<file path="src/rtl/shift_serdes.sv">
// Full-duplex shift-register SERDES: a PISO serializer with a load handshake and
// gapless word streaming, plus an independent SIPO deserializer with a word strobe.
module shift_serdes #(
  parameter int WIDTH     = 4,
  parameter bit LSB_FIRST = 1'b1,
  parameter int CNT_W     = $clog2(WIDTH + 1)
) (
  input  logic             clk,
  input  logic             reset,
  input  logic             tx_load,
  input  logic [WIDTH-1:0] tx_data,
  output logic             tx_ready,
  output logic             ser_out,
  output logic             ser_out_valid,
  output logic             tx_done,
  input  logic             ser_in,
  input  logic             ser_in_valid,
  output logic [WIDTH-1:0] rx_data,
  output logic             rx_valid,
  output logic [CNT_W-1:0] rx_count
);

  localparam logic [CNT_W-1:0] LAST = CNT_W'(WIDTH - 1);

  typedef enum logic {IDLE, SHIFT} tx_state_t;

  tx_state_t        state, state_nxt;
  logic [WIDTH-1:0] tx_sreg;
  logic [CNT_W-1:0] tx_cnt;
  logic             last_bit;
  logic             accept;

  assign last_bit      = (state == SHIFT) && (tx_cnt == LAST);
  assign tx_ready      = (state == IDLE) || last_bit;
  assign accept        = tx_load && tx_ready;
  assign ser_out_valid = (state == SHIFT);
  assign ser_out       = (state == SHIFT) && (LSB_FIRST ? tx_sreg[0] : tx_sreg[WIDTH-1]);

  always_comb begin
    state_nxt = state;
    case (state)
      IDLE:    if (accept) state_nxt = SHIFT;
      SHIFT:   if (last_bit && !accept) state_nxt = IDLE;
      default: state_nxt = IDLE;
    endcase
  end

  // A load on the final-bit cycle overrides the shift, giving a gapless stream.
  always_ff @(posedge clk) begin
    if (reset) begin
      state   <= IDLE;
      tx_sreg <= '0;
      tx_cnt  <= '0;
      tx_done <= 1'b0;
    end else begin
      state   <= state_nxt;
      tx_done <= last_bit;
      if (accept) begin
        tx_sreg <= tx_data;
        tx_cnt  <= '0;
      end else if (state == SHIFT) begin
        tx_sreg <= LSB_FIRST ? {1'b0, tx_sreg[WIDTH-1:1]} : {tx_sreg[WIDTH-2:0], 1'b0};
        tx_cnt  <= last_bit ? '0 : tx_cnt + CNT_W'(1);
      end
    end
  end

  logic [WIDTH-1:0] rx_sreg, rx_shift;

  assign rx_shift = LSB_FIRST ? {ser_in, rx_sreg[WIDTH-1:1]} : {rx_sreg[WIDTH-2:0], ser_in};

  always_ff @(posedge clk) begin
    if (reset) begin
      rx_sreg  <= '0;
      rx_count <= '0;
      rx_data  <= '0;
      rx_valid <= 1'b0;
    end else begin
      rx_valid <= 1'b0;
      if (ser_in_valid) begin
        rx_sreg <= rx_shift;
        if (rx_count == LAST) begin
          rx_data  <= rx_shift;
          rx_valid <= 1'b1;
          rx_count <= '0;
        end else begin
          rx_count <= rx_count + CNT_W'(1);
        end
      end
    end
  end

endmodule

</file>
<file path="config.mk">
export PLATFORM = sky130hd
export DESIGN_NAME = shift_serdes
export DESIGN_NICKNAME = d
export VERILOG_FILES = /design/src/rtl/shift_serdes.sv
export SDC_FILE = /design/constraint.sdc
export NUM_CORES = 1
export LEC_CHECK = 0
export CAP_MARGIN = 20
export CORE_ASPECT_RATIO = 0.7
export CORE_MARGIN = 2
export CORE_UTILIZATION = 40
export DETAILED_ROUTE_END_ITERATION = 7
export GPL_TIMING_DRIVEN = 0
export PLACE_DENSITY_LB_ADDON = 0.12
export SYNTH_ARGS = -nofsm -noshare
export SYNTH_HDL_FRONTEND = slang
export SYNTH_SLANG_ARGS = --single-unit
</file>
<file path="constraint.sdc">
create_clock -name clk -period 1.1 [get_ports clk]
set_input_delay 0.22 -clock clk [delete_from_list [all_inputs] [get_ports clk]]
set_output_delay 0.22 -clock clk [all_outputs]
set_load 0.005 [all_outputs]
</file>
Yosys cells after proc, flatten, opt, wreduce, memory -nomap -nowiden
Index checks and enable logic that the tools add are counted.
{"block": "classes", "n_mux": 8, "eq_ne": 2, "n_reduce_logical": 10, "n_addsub": 2, "bitwise_logic": 2}
{"cell": "$mux W4", "n": 2}
{"cell": "$add A3 B1 Y3 const B", "n": 2}
{"cell": "$eq A3 B2 Y1 const B", "n": 2}
{"cell": "$mux W3", "n": 2}
{"cell": "$logic_and A1 B1 Y1", "n": 4}
{"cell": "$reduce_or A2 Y1", "n": 2}
{"cell": "$mux W1", "n": 3}
{"cell": "$not A1 Y1", "n": 2}
{"cell": "$pmux W1 S2", "n": 1}
{"cell": "$reduce_and A2 Y1", "n": 1}
{"cell": "$reduce_bool A2 Y1", "n": 1}
{"cell": "$logic_not A1 Y1", "n": 1}
{"cell": "$logic_or A1 B1 Y1", "n": 1}
{"block": "totals", "reg_bits": 21, "word_cells": 32, "inputBits": 9}

Depth between registers and ports, before layout
Gate-level depths: netlist (run 1).
{"block": "logic_depth", "word_depth": 8, "depth_mapped": 4}

Worst setup path after synthesis (run 1)
OpenSTA, ideal clock, no wires.
{"block": "synth_path", "path_kind": "register to register", "startpoint": "register tx_cnt[0]", "endpoint": "register tx_sreg[0]", "setup_slack_ns": -0.105, "arrival_time_ns": 1.083, "setup_ns": 0.122, "stages_incl_launch_ff": 5, "period_less_slack_ns": 1.205, "required_ns": 0.978, "path_cell_list": "dfxtp_1 ha_1 nand2b_2 a21oi_1 a221o_1"}
{"block": "synth_via", "elab_chain_cells": 5}
{"element": "start, declared", "line": "29", "source": "logic [CNT_W-1:0] tx_cnt;"}
{"element": "start signal, assigned", "line": "63", "source": "tx_cnt <= last_bit ? '0 : tx_cnt + CNT_W'(1);"}
{"element": "$eq A3 B2 Y1 *", "line": "33", "source": "assign last_bit = (state == SHIFT) && (tx_cnt == LAST);"}
{"element": "$logic_and A1 B1 Y1 *", "line": "33"}
{"element": "$logic_or A1 B1 Y1 *", "line": "34", "source": "assign tx_ready = (state == IDLE) || last_bit;"}
{"element": "$logic_and A1 B1 Y1 *", "line": "35", "source": "assign accept = tx_load && tx_ready;"}
{"element": "$mux W4 or $reduce_bool A2 Y1 (tied branches)"}
{"element": "end signal, assigned", "line": "59", "source": "tx_sreg <= tx_data;"}
{"element": "end signal, assigned", "line": "62", "source": "tx_sreg <= LSB_FIRST ? {1'b0, tx_sreg[WIDTH-1:1]} : {tx_sreg[WIDTH-2:0], 1'b0};"}
{"element": "end, declared", "line": "28", "source": "logic [WIDTH-1:0] tx_sreg;"}
Mark *: on every way between the ends. The rest lies on a longest branch, timed or not.
A chain may end at the register's enable or synchronous reset.

Final worst setup path (run 1)
{"block": "layout_path", "startpoint": "register tx_cnt[0]", "endpoint": "output port tx_ready"}
{"block": "layout_via", "elab_chain_cells": 3}
{"element": "$eq A3 B2 Y1", "line": "33"}
{"element": "$logic_and A1 B1 Y1", "line": "33"}
{"element": "$logic_or A1 B1 Y1", "line": "34"}
{"element": "end, declared", "line": "12", "source": "output logic tx_ready,"}
No other way between the ends.

==> results of run 1 <==
## cell type report
cell class	instances	area [µm²]	share of cell area, %
flip-flops and latches	20	415	34.7
multi-input cells	54	427	35.7
inverters	3	11.3	0.941
clock buffers	4	36.3	3.03
well taps	22	27.5	2.30
plain buffers	4	31.3	2.62
repair buffers	27	248	20.7
## routing by layer
layer	part of all wire (%)	track usage, %	vias to the layer above
li1	-	-	348
met1	49	20.3	323
met2	44	25.2	16
met3	5.3	5.61	2
met4	0.84	2.79	0
met5	0	0	-
## flip-flops by register name, indices dropped and copies added, names as in the netlist
| register | flops |
|---|---|
| ser_out_valid | 1 |
| rx_data | 4 |
| tx_sreg | 4 |
| tx_cnt | 3 |
| tx_done | 1 |
| rx_sreg | 3 |
| rx_valid | 1 |
| rx_count | 3 |
## synthesized netlist by cell type, drive strengths merged
| cell | instances | area, µm² |
|---|---|---|
| ha | 2 | 25.0 |
| nor2 | 12 | 45.0 |
| or3b | 1 | 8.76 |
| nand2b | 7 | 48.8 |
| inv | 3 | 11.3 |
| dfxtp | 20 | 400 |
| buf | 3 | 27.5 |
| a32oi | 1 | 8.76 |
| a221oi | 1 | 8.76 |
| a21oi | 6 | 33.8 |
| mux2i | 7 | 70.1 |
| nor3 | 2 | 10.0 |
| and2 | 4 | 25.0 |
| a211oi | 1 | 7.51 |
| nand3 | 1 | 5.00 |
| nand3b | 2 | 18.8 |
| a21o | 1 | 7.51 |
| clkbuf | 1 | 3.75 |
| nand2 | 2 | 7.51 |
| a221o | 3 | 30.0 |
| a31oi | 1 | 12.5 |
## worst reg2reg max path, cell delays in order, from the launching register on
cell	delay, ps
dfxtp_4	370
ha_4	160
nand2b_4	70
buf_4	140
a21oi_2	80
a221o_1	350
## kinds of logic (layout without fill, tap and decap cells)
family / Yosys count / count (layout) / share of synthesized area (%)
muxes: 7 / 7 / 8.59
AOI/OAI and AO/OA: 14 / 14 / 13.3
buffers and inverters: 7 / 38 / 5.21
and+or+nand+nor: 31 / 31 / 20.7
adders and majority gates: 2 / 2 / 3.07
DFF: 20 / 20 / 49.1
## where the power goes
group          switching (W)  internal (W)  leakage (nW)
registers          0.0000208      0.000751         0.168
clock network       0.000221      0.000202        0.0210
logic              0.0000783      0.000104         0.336
## timing repair
action | in CTS | in global routing
pin swaps | 2 | 4
hold buffers | 0 | 0
gates resized for setup | 46 | 12
setup buffers | 9 | 1
setup endpoints to repair | 19 | 17
## final timing paths
| check | startpoint | endpoint | slack (ps) | cells after the start |
|---|---|---|---|---|
| hold reg to reg | tx_sreg[2]$_SDFFE_PP0P_ | tx_sreg[1]$_SDFFE_PP0P_ | 490 | 1 |
| setup reg to reg | tx_cnt[0]$_SDFFE_PP0P_ | tx_sreg[0]$_SDFFE_PP0P_ | -180 | 5 |
| setup / recovery | tx_cnt[0]$_SDFFE_PP0P_ | tx_ready | -200 | 4 |
| hold / removal | reset | tx_sreg[3]$_SDFFE_PP0P_ | 110 | 2 |
## through the flow
step | setup slack, ps | power (W) | instance area [µm²] | instances
after floorplan | 17.0 | 0.000871 | 838 | 81
after global placement | -407 | 0.000937 | 1050 | 121
after detailed placement | -437 | 0.000940 | 1050 | 121
after CTS | -228 | 0.00138 | 1170 | 133
after global routing | -238 | 0.00144 | 1200 | 134
final | -195 | 0.00138 | 1200 | 134
==> run_results.csv, run 1 <==
group,metric,value,unit
detailed_routing,viasPerCell,5.14,
detailed_routing,first_pass_iters,4,
cts,cts_sinks,20,
sta,finalMaxSlewViolations,0,
setup_path,path_buf_inv,1,
final_layout,diodes,0,
detailed_routing,drtIter0Drc,14,
sta,worst_slew_pin_slew,433,ps
die,initial_utilization,43.2,%
cts,root_buffer,"clkbuf_4",
run_status,violations,"setup timing",
setup_path,worstPathArrival,1080,ps
power,peakVddDrop,1.16,mV
detailed_routing,drt_wl_total,1.78,mm
sta,min_period,1300,ps
cts,cts_tree,"built",
synthesis,synth-seq-cells,20,
synthesis,syn-cell-area,816,µm²
global_routing,grt.overflow.total,0,
die,io_pins,21,
placed_design,dp_hpwl,1.13,mm
cts,insertion_delay,300,ps
setup_path,slowest_delay,370,ps
sta,rsz0062_at_grt,"true",
sta,hold_ws,109,ps
final_layout,syn_to_final_growth,46.6,%
global_routing,track_usage,15.7,%
synthesis,ys_seq_area_share,49.1,%
synthesis,ys_types,25,
sta,hold_viol,0,
synthesis,syn_area_per_cell,10.1,µm²
power,powerDensity,1150,mW/mm²
job,cap_violations,0,
cts,clk_pin_slew,110,ps
global_routing,grt_pass1_wl,2.94,mm
sta,slew_headroom,71.1,%
synthesis,synth_nets,92,
setup_path,critPathCaptureType,"output pin",
die,dieArea,0.00242,mm²
synthesis,netlist_instances,81,
placed_design,gp_congestion,0.706,
global_routing,antenna_found_initial,0,
setup_path,crit_fanout,2,
final_layout,nFillCells,160,
final_layout,final_common_cell,"nor2_1",
die,die_height,41.8,µm
detailed_routing,final_antenna_net_count,0,
sta,fin_ws,-195,ps
sta,fin_skew,4.48,ps
sta,finalSetupViolCount,9,
power,leakage,0.524,nW
synthesis,ys_warn_count,0,
sta,final.setup.tns,-890,ps
die,core,0.00189,mm²
detailed_routing,wl_per_cell,13.3,µm
cts,cts_buffer_depth,2,
cts,cts_buffers,3,
detailed_routing,remaining_drc_errors,0,
setup_path,cp_slowest_cell,"dfxtp_4",
setup_path,crit_chain,"ha_4 > nand2b_4 > nand2_2 > buf_2",
sta,min_period_over_period,118,%
die,die_w,58.0,µm
detailed_routing,vias,689,
setup_path,criticalPathCategory,"reg2out",
placed_design,io_buffers,18,
setup_path,cp-start-kind,"register",
sta,max_freq,0.772,GHz
final_layout,finish.utilization,63.4,%
run_status,outcome,"complete, but fails checks",
die,row_count,13,
min_path,hold_class,"in2reg",
final_layout,layout_common_cells,"nor2_1, dfxtp_1, dfxtp_2",
cts,cts_max_level,1,
setup_path,cpLargestDelayFamily,"flip-flops",
setup_path,worst-endpoint-required,880,ps
global_routing,grt_max_degree,12,
final_layout,nets,124,
final_layout,drive_gt1_share,39.3,%
global_routing,grt_pass1_vias,658,
(Power assumes the default switching activity.)
==> inputs of run 2 (changes only) <==
- CTS_BUF_LIST: unset -> sky130_fd_sc_hd__clkbuf_4
==> run 2 against run 1 <==
The flow still finishes with violations (setup timing). First-iteration DRC count unchanged. Critical path depth is the same. Sequential power barely moved. Global-route usage up 0.26 points. Register-to-register slack about the same. Total power down 5.3%. Routed wire length fell by 0.39%. Sequential cell count unchanged. Combinational power about the same. Clock power shrank 17%. Critical endpoint unchanged. Highest routed layer unchanged.
==> run_results.csv, run 2 (synthesis gave the netlist of run 1 again) <==
group,metric,value,unit
run_status,outcome,"complete, but fails checks",
run_status,violations,"setup timing",
cts,root_buffer,"clkbuf_4",
global_routing,antenna_found_initial,0,
final_layout,drive_gt1_share,38.4,%
detailed_routing,wl_per_cell,13.2,µm
die,dieArea,0.00242,mm²
power,powerDensity,1100,mW/mm²
global_routing,grt_pass1_wl,2.97,mm
min_path,whs_path_depth,2,
final_layout,diodes,0,
placed_design,placedCellCount,121,
setup_path,crit_chain,"ha_4 > nand2b_4 > nand2_2 > buf_2",
final_layout,layout_common_cells,"nor2_1, dfxtp_1, dfxtp_2",
setup_path,r2r-start,"tx_cnt[0]$_SDFFE_PP0P_",
setup_path,criticalPathCategory,"reg2out",
final_layout,nets,124,
setup_path,critPathCaptureType,"output pin",
power,leakage,0.519,nW
die,core,0.00189,mm²
die,initial_utilization,43.2,%
cts,cts_max_level,1,
placed_design,dp_hpwl,1.13,mm
placed_design,gp_congestion,0.706,
sta,fin_skew,6.53,ps
placed_design,io_buffers,18,
power,peakVddDrop,1.02,mV
global_routing,grt_pass1_vias,674,
die,row_count,13,
detailed_routing,viasPerCell,5.16,
cts,ctsHoldBuffers,0,
detailed_routing,remaining_drc_errors,0,
sta,rsz0062_at_grt,"true",
sta,max_freq,0.771,GHz
global_routing,track_usage,15.9,%
final_layout,syn_to_final_growth,45.4,%
sta,finalMaxSlewViolations,0,
min_path,min_from,"reset",
die,die_height,41.8,µm
cts,insertion_delay,300,ps
min_path,hold_class,"in2reg",
global_routing,grt_max_degree,12,
sta,slew_headroom,71.2,%
sta,min_period,1300,ps
sta,min_period_over_period,118,%
final_layout,finish.utilization,62.9,%
sta,hold_viol,0,
setup_path,cp_slowest_cell,"dfxtp_4",
setup_path,worst-endpoint-required,880,ps
cts,cts_sinks,20,
die,die_w,58.0,µm
job,cap_violations,0,
detailed_routing,drt_wl_total,1.77,mm
setup_path,crit_start,"tx_cnt[0]$_SDFFE_PP0P_",
cts,cts_buffers,3,
sta,finalSetupViolCount,8,
global_routing,grt.overflow.total,0,
sta,worst_slew_pin_slew,432,ps
detailed_routing,vias,691,
cts,clk_pin_slew,110,ps
final_layout,layoutNonFillerInstCount,134,
setup_path,slowest_delay,370,ps
cts,cts_tree,"built",
final_layout,final_common_cell,"nor2_1",
final_layout,biggestRegsByFlops,"rx_data x4, tx_sreg x4",
cts,cts_buffer_depth,2,
setup_path,crit_fanout,2,
setup_path,cp-start-kind,"register",
sta,fin_ws,-196,ps
setup_path,worstPathArrival,1080,ps
detailed_routing,drtIter0Drc,14,
setup_path,reg2regPathDepth,5,
final_layout,nFillCells,161,
detailed_routing,first_pass_iters,4,
detailed_routing,final_antenna_net_count,0,
die,io_pins,21,
[run 2: stage by stage]
step           instance area (µm²)  total power (W)  setup TNS (ps)  hold WS [ps]  setup WS [ps]
3_3_place_gp                  1050         0.000937           -2710           432           -407
2_1_floorplan                  838         0.000871               0           337           17.0
3_5_place_dp                  1050         0.000940           -2940           434           -437
4_1_cts                       1160          0.00131            -864           101           -231
5_1_grt                       1190          0.00136           -1380          89.4           -241
6_report                      1190          0.00130            -871           108           -196
[run 2: what timing repair did]
| action | 4_1_cts | 5_1_grt |
|---|---|---|
| setup endpoints to repair | 19 | 17 |
| pin swaps | 2 | 5 |
| setup buffers | 9 | 1 |
| gates resized for setup | 46 | 12 |
[run 2: power by group]
group          switching (W)  internal (W)  total, W
clock               0.000218      0.000132  0.000351
combinational      0.0000780      0.000104  0.000182
sequential         0.0000208      0.000751  0.000772
[run 2: routing by layer]
metal,GRT usage [%],routed length (µm),vias up
li1,-,-,349
met1,20.2,875,324
met2,25.7,787,16
met3,5.61,95,2
met4,4.19,15,0
met5,0,0,-
[run 2: path summary, 6_finish.rpt]
| check | to | slack [ps] |
|---|---|---|
| max | tx_ready | -200 |
| min reg2reg | tx_sreg[1]$_SDFFE_PP0P_ | 490 |
| max reg2reg | tx_sreg[0]$_SDFFE_PP0P_ | -180 |
| min | tx_sreg[3]$_SDFFE_PP0P_ | 110 |
[run 2: final cells by class]
class	instances	area (µm²)	share of cell area (%)
multi-input combinational	54	427	36.0
timing repair buffer	27	248	20.9
clock inverter	1	3.75	0.316
inverter	3	11.3	0.949
buffer	4	31.3	2.64
clock buffer	3	22.5	1.90
tap	22	27.5	2.32
sequential	20	415	35.0
[run 2: critical path: cells and delay by family, from the launching register on]
kind / cells / cell delay [ps]
adder cells (fa/ha/maj): 1 / 160
AND/OR/NAND/NOR: 2 / 120
flip-flops: 1 / 370
buffers and inverters: 1 / 120
==> inputs of run 3 (changes only) <==
- ABC_CLOCK_PERIOD_IN_PS: unset -> 1100
==> results of run 3 <==
No change in the layout: final DEF, timing and power equal those of run 2.
==> variant (settings of run 2) <==
Put one more register stage on the output `rx_count`, with the module's reset. The value now appears one clock later. The other outputs are not delayed to match.
--- a/src/rtl/shift_serdes.sv
+++ b/src/rtl/shift_serdes.sv
@@ -23,6 +23,8 @@
   localparam logic [CNT_W-1:0] LAST = CNT_W'(WIDTH - 1);
 
   typedef enum logic {IDLE, SHIFT} tx_state_t;
+
+  logic [CNT_W-1:0] rx_count_s0;
 
   tx_state_t        state, state_nxt;
   logic [WIDTH-1:0] tx_sreg;
@@ -72,23 +74,31 @@
   always_ff @(posedge clk) begin
     if (reset) begin
       rx_sreg  <= '0;
-      rx_count <= '0;
+      rx_count_s0 <= '0;
       rx_data  <= '0;
       rx_valid <= 1'b0;
     end else begin
       rx_valid <= 1'b0;
       if (ser_in_valid) begin
         rx_sreg <= rx_shift;
-        if (rx_count == LAST) begin
+        if (rx_count_s0 == LAST) begin
           rx_data  <= rx_shift;
           rx_valid <= 1'b1;
-          rx_count <= '0;
+          rx_count_s0 <= '0;
         end else begin
-          rx_count <= rx_count + CNT_W'(1);
+          rx_count_s0 <= rx_count_s0 + CNT_W'(1);
         end
       end
     end
   end
 
+  always_ff @(posedge clk) begin
+    if (reset) begin
+      rx_count <= '0;
+    end else begin
+      rx_count <= rx_count_s0;
+    end
+  end
+
 endmodule
 
Behaviour: not the same (Yosys sat finds a counterexample within 4 cycles, from zero or initial values and one cycle with reset high).
==> variant against run 2 <==
  * The run still ends with negative setup slack left
  * Sequential share of layout area shrank 0.60 points
  * Non-clock buffer count grew 3
  * Design area grew 16%
  * Register-to-register slack gained 0.03 ns
  * Clock skew shrank 0.0011 ns
  * Sequential cell count grew 3
  * Power grew 18%
  * Area after synthesis grew 15%
  * Routed wire length grew 16%
  * Combinational power grew 36%
  * Worst setup slack gained 0.016 ns
  * Critical path type unchanged
==> variant: results (changes against run 2) <==
clk root buf - clkbuf_4 (unchanged)
Overall Global Routing Usage - 15.1% (was 15.9%)
clock slew at reported path FFs - 0.12 ns
Met2 Routed Length - 964 um (was 787 um)
Final nets - 138 (was 124)
via count - 754 (was 691)
Final Wtd Congestion - 0.707 (was 0.706)
Worst Max-Slew Pin Slew - 0.215 ns (was 0.432 ns)
drt first pass iters - 4 (unchanged)
Synth area leaders - dfxtp_1 (49%), mux2i_1 (9.6%), nor2_1 (5.2%) (was dfxtp_1 (49%), mux2i_1 (8.6%), nor2_1 (5.5%))
vias in the first global route - 686 (was 674)
Worst EP arrival - 1.06 ns (was 1.08 ns)
most instantiated cells after synthesis - dfxtp_1 (23), nor2_1 (13), mux2i_1 (9) (was dfxtp_1 (20), nor2_1 (12), mux2i_1 (7))
EDFF count, synth - 0 (unchanged)
clk buf depth - 2 (unchanged)
failing checks - negative setup slack (unchanged)
# setup viols final - 13 (was 8)
DR top layer - met4 (unchanged)
post-DR wirelength/cell - 13.1 um (was 13.2 um)
skew final - 0.00545 ns (was 0.00653 ns)
share of cells above drive strength 1 - 41.3% (was 38.4%)
first-pass GRT wire length - 3050 um (was 2970 um)
Mapped Nets - 105 (was 92)
starting DRC count in detailed routing - 10 (was 14)
status - complete, but fails checks (unchanged)
Leak - 0.601 nW (was 0.519 nW)
total CTS buffers - 3 (unchanged)
Switch Pwr - 0.000365 W (was 0.000317 W)
antenna cells - 0 (unchanged)
maximum fanout along the worst path - 3 (was 2)
insertion delay to the later sink of the worst-skew pair - 0.30 ns (about the same)
H-tree depth - 1 (unchanged)
Largest regs - rx_data: 4 flops, tx_sreg: 4 flops (unchanged)
antenna violations before repair - 0 (unchanged)
final HPWL from detailed placement - 1310 um (was 1130 um)
Seq/Total Area, Yosys - 48.9% (was 49.1%)
worst min-delay path category - in2reg (unchanged)
Buffers on Ports - 19 (was 18)
met3 WL post-DR - 80 um (was 95 um)
met1 WL - 992 um (was 875 um)
count of cell types in the netlist - 28 (was 25)
Fin Setup TNS - -0.803 ns (was -0.871 ns)
Yosys warning total - 0 (unchanged)
maximum vdd ir drop - 0.000609 V (was 0.00102 V)
largest net degree at the start of global routing - 13 (was 12)
Final WS setup - -0.180 ns (was -0.196 ns)
FFs w/ async S/R, synth - 0% (unchanged)
variant: stage by stage:
stage	utilization, %	cells	hold slack, ns	setup WS [ns]	area [um2]
after detailed placement	53.8	145	0.472	-0.450	1180
after CTS	58.9	155	0.275	-0.294	1290
final	62.9	158	0.278	-0.180	1380
after global placement	53.8	145	0.465	-0.434	1180
after global routing	62.9	158	0.278	-0.242	1380
after floorplan	-	94	0.358	-0.0257	947
variant: area by class of cell:
type / count / area, um2
Fill cell: 182 / 812
Multi-Input combinational cell: 63 / 520
Tap cell: 32 / 40.0
Timing Repair Buffer: 29 / 263
Buffer: 5 / 42.5
Clock buffer: 4 / 30.0
Sequential cell: 23 / 474
Inverter: 2 / 7.51
variant: path summary, 6_finish.rpt:
check                                     from  cells after the start  slack (ns)        endpoint
worst max register to register   ser_out_valid                      5       -0.15      tx_sreg[0]
worst max-delay path                 tx_cnt[0]                      4       -0.18        tx_ready
worst min-delay path              ser_in_valid                      3        0.28  rx_count_s0[1]
worst min register to register  rx_count_s0[0]                      2        0.50  rx_count_s0[0]
variant: logic make-up (layout without fill, tap and decap cells):
family,count (synthesis),in the layout,share of synthesized area (%)
simple gates,38,38,22.7
flops,23,23,48.9
compound gates,13,13,9.97
mux,10,10,10.8
buf+inv,8,40,4.92
fa+ha+maj,2,2,2.66
variant: routing by layer:
metal,track usage [%],vias up
met1,20.6,351
met4,2.55,0
met2,23.1,15
li1,-,384
met3,5.56,4
met5,0,-
variant: power groups by stage:
stage	Sequential, W	Clock, W	Combinational, W
floorplan	0.000896	0	0.000105
global placement	0.000901	0	0.000167
detailed placement	0.000902	0	0.000171
CTS	0.000883	0.000423	0.000192
global route	0.000889	0.000461	0.000267
finish	0.000885	0.000404	0.000247
variant: what timing repair did:
item | in CTS | in global routing
endpoints found under the setup margin | 21 | 25
hold endpoints to repair | 0 | 0
resized for setup | 42 | 33
setup buffers | 6 | 6
pin swaps | 5 | 10
variant: critical path, cell delays in order (launching register included):
cell and delay (ns):
dfxtp_2 0.36, ha_4 0.17, nand2b_4 0.07, nand2_2 0.04, buf_2 0.11
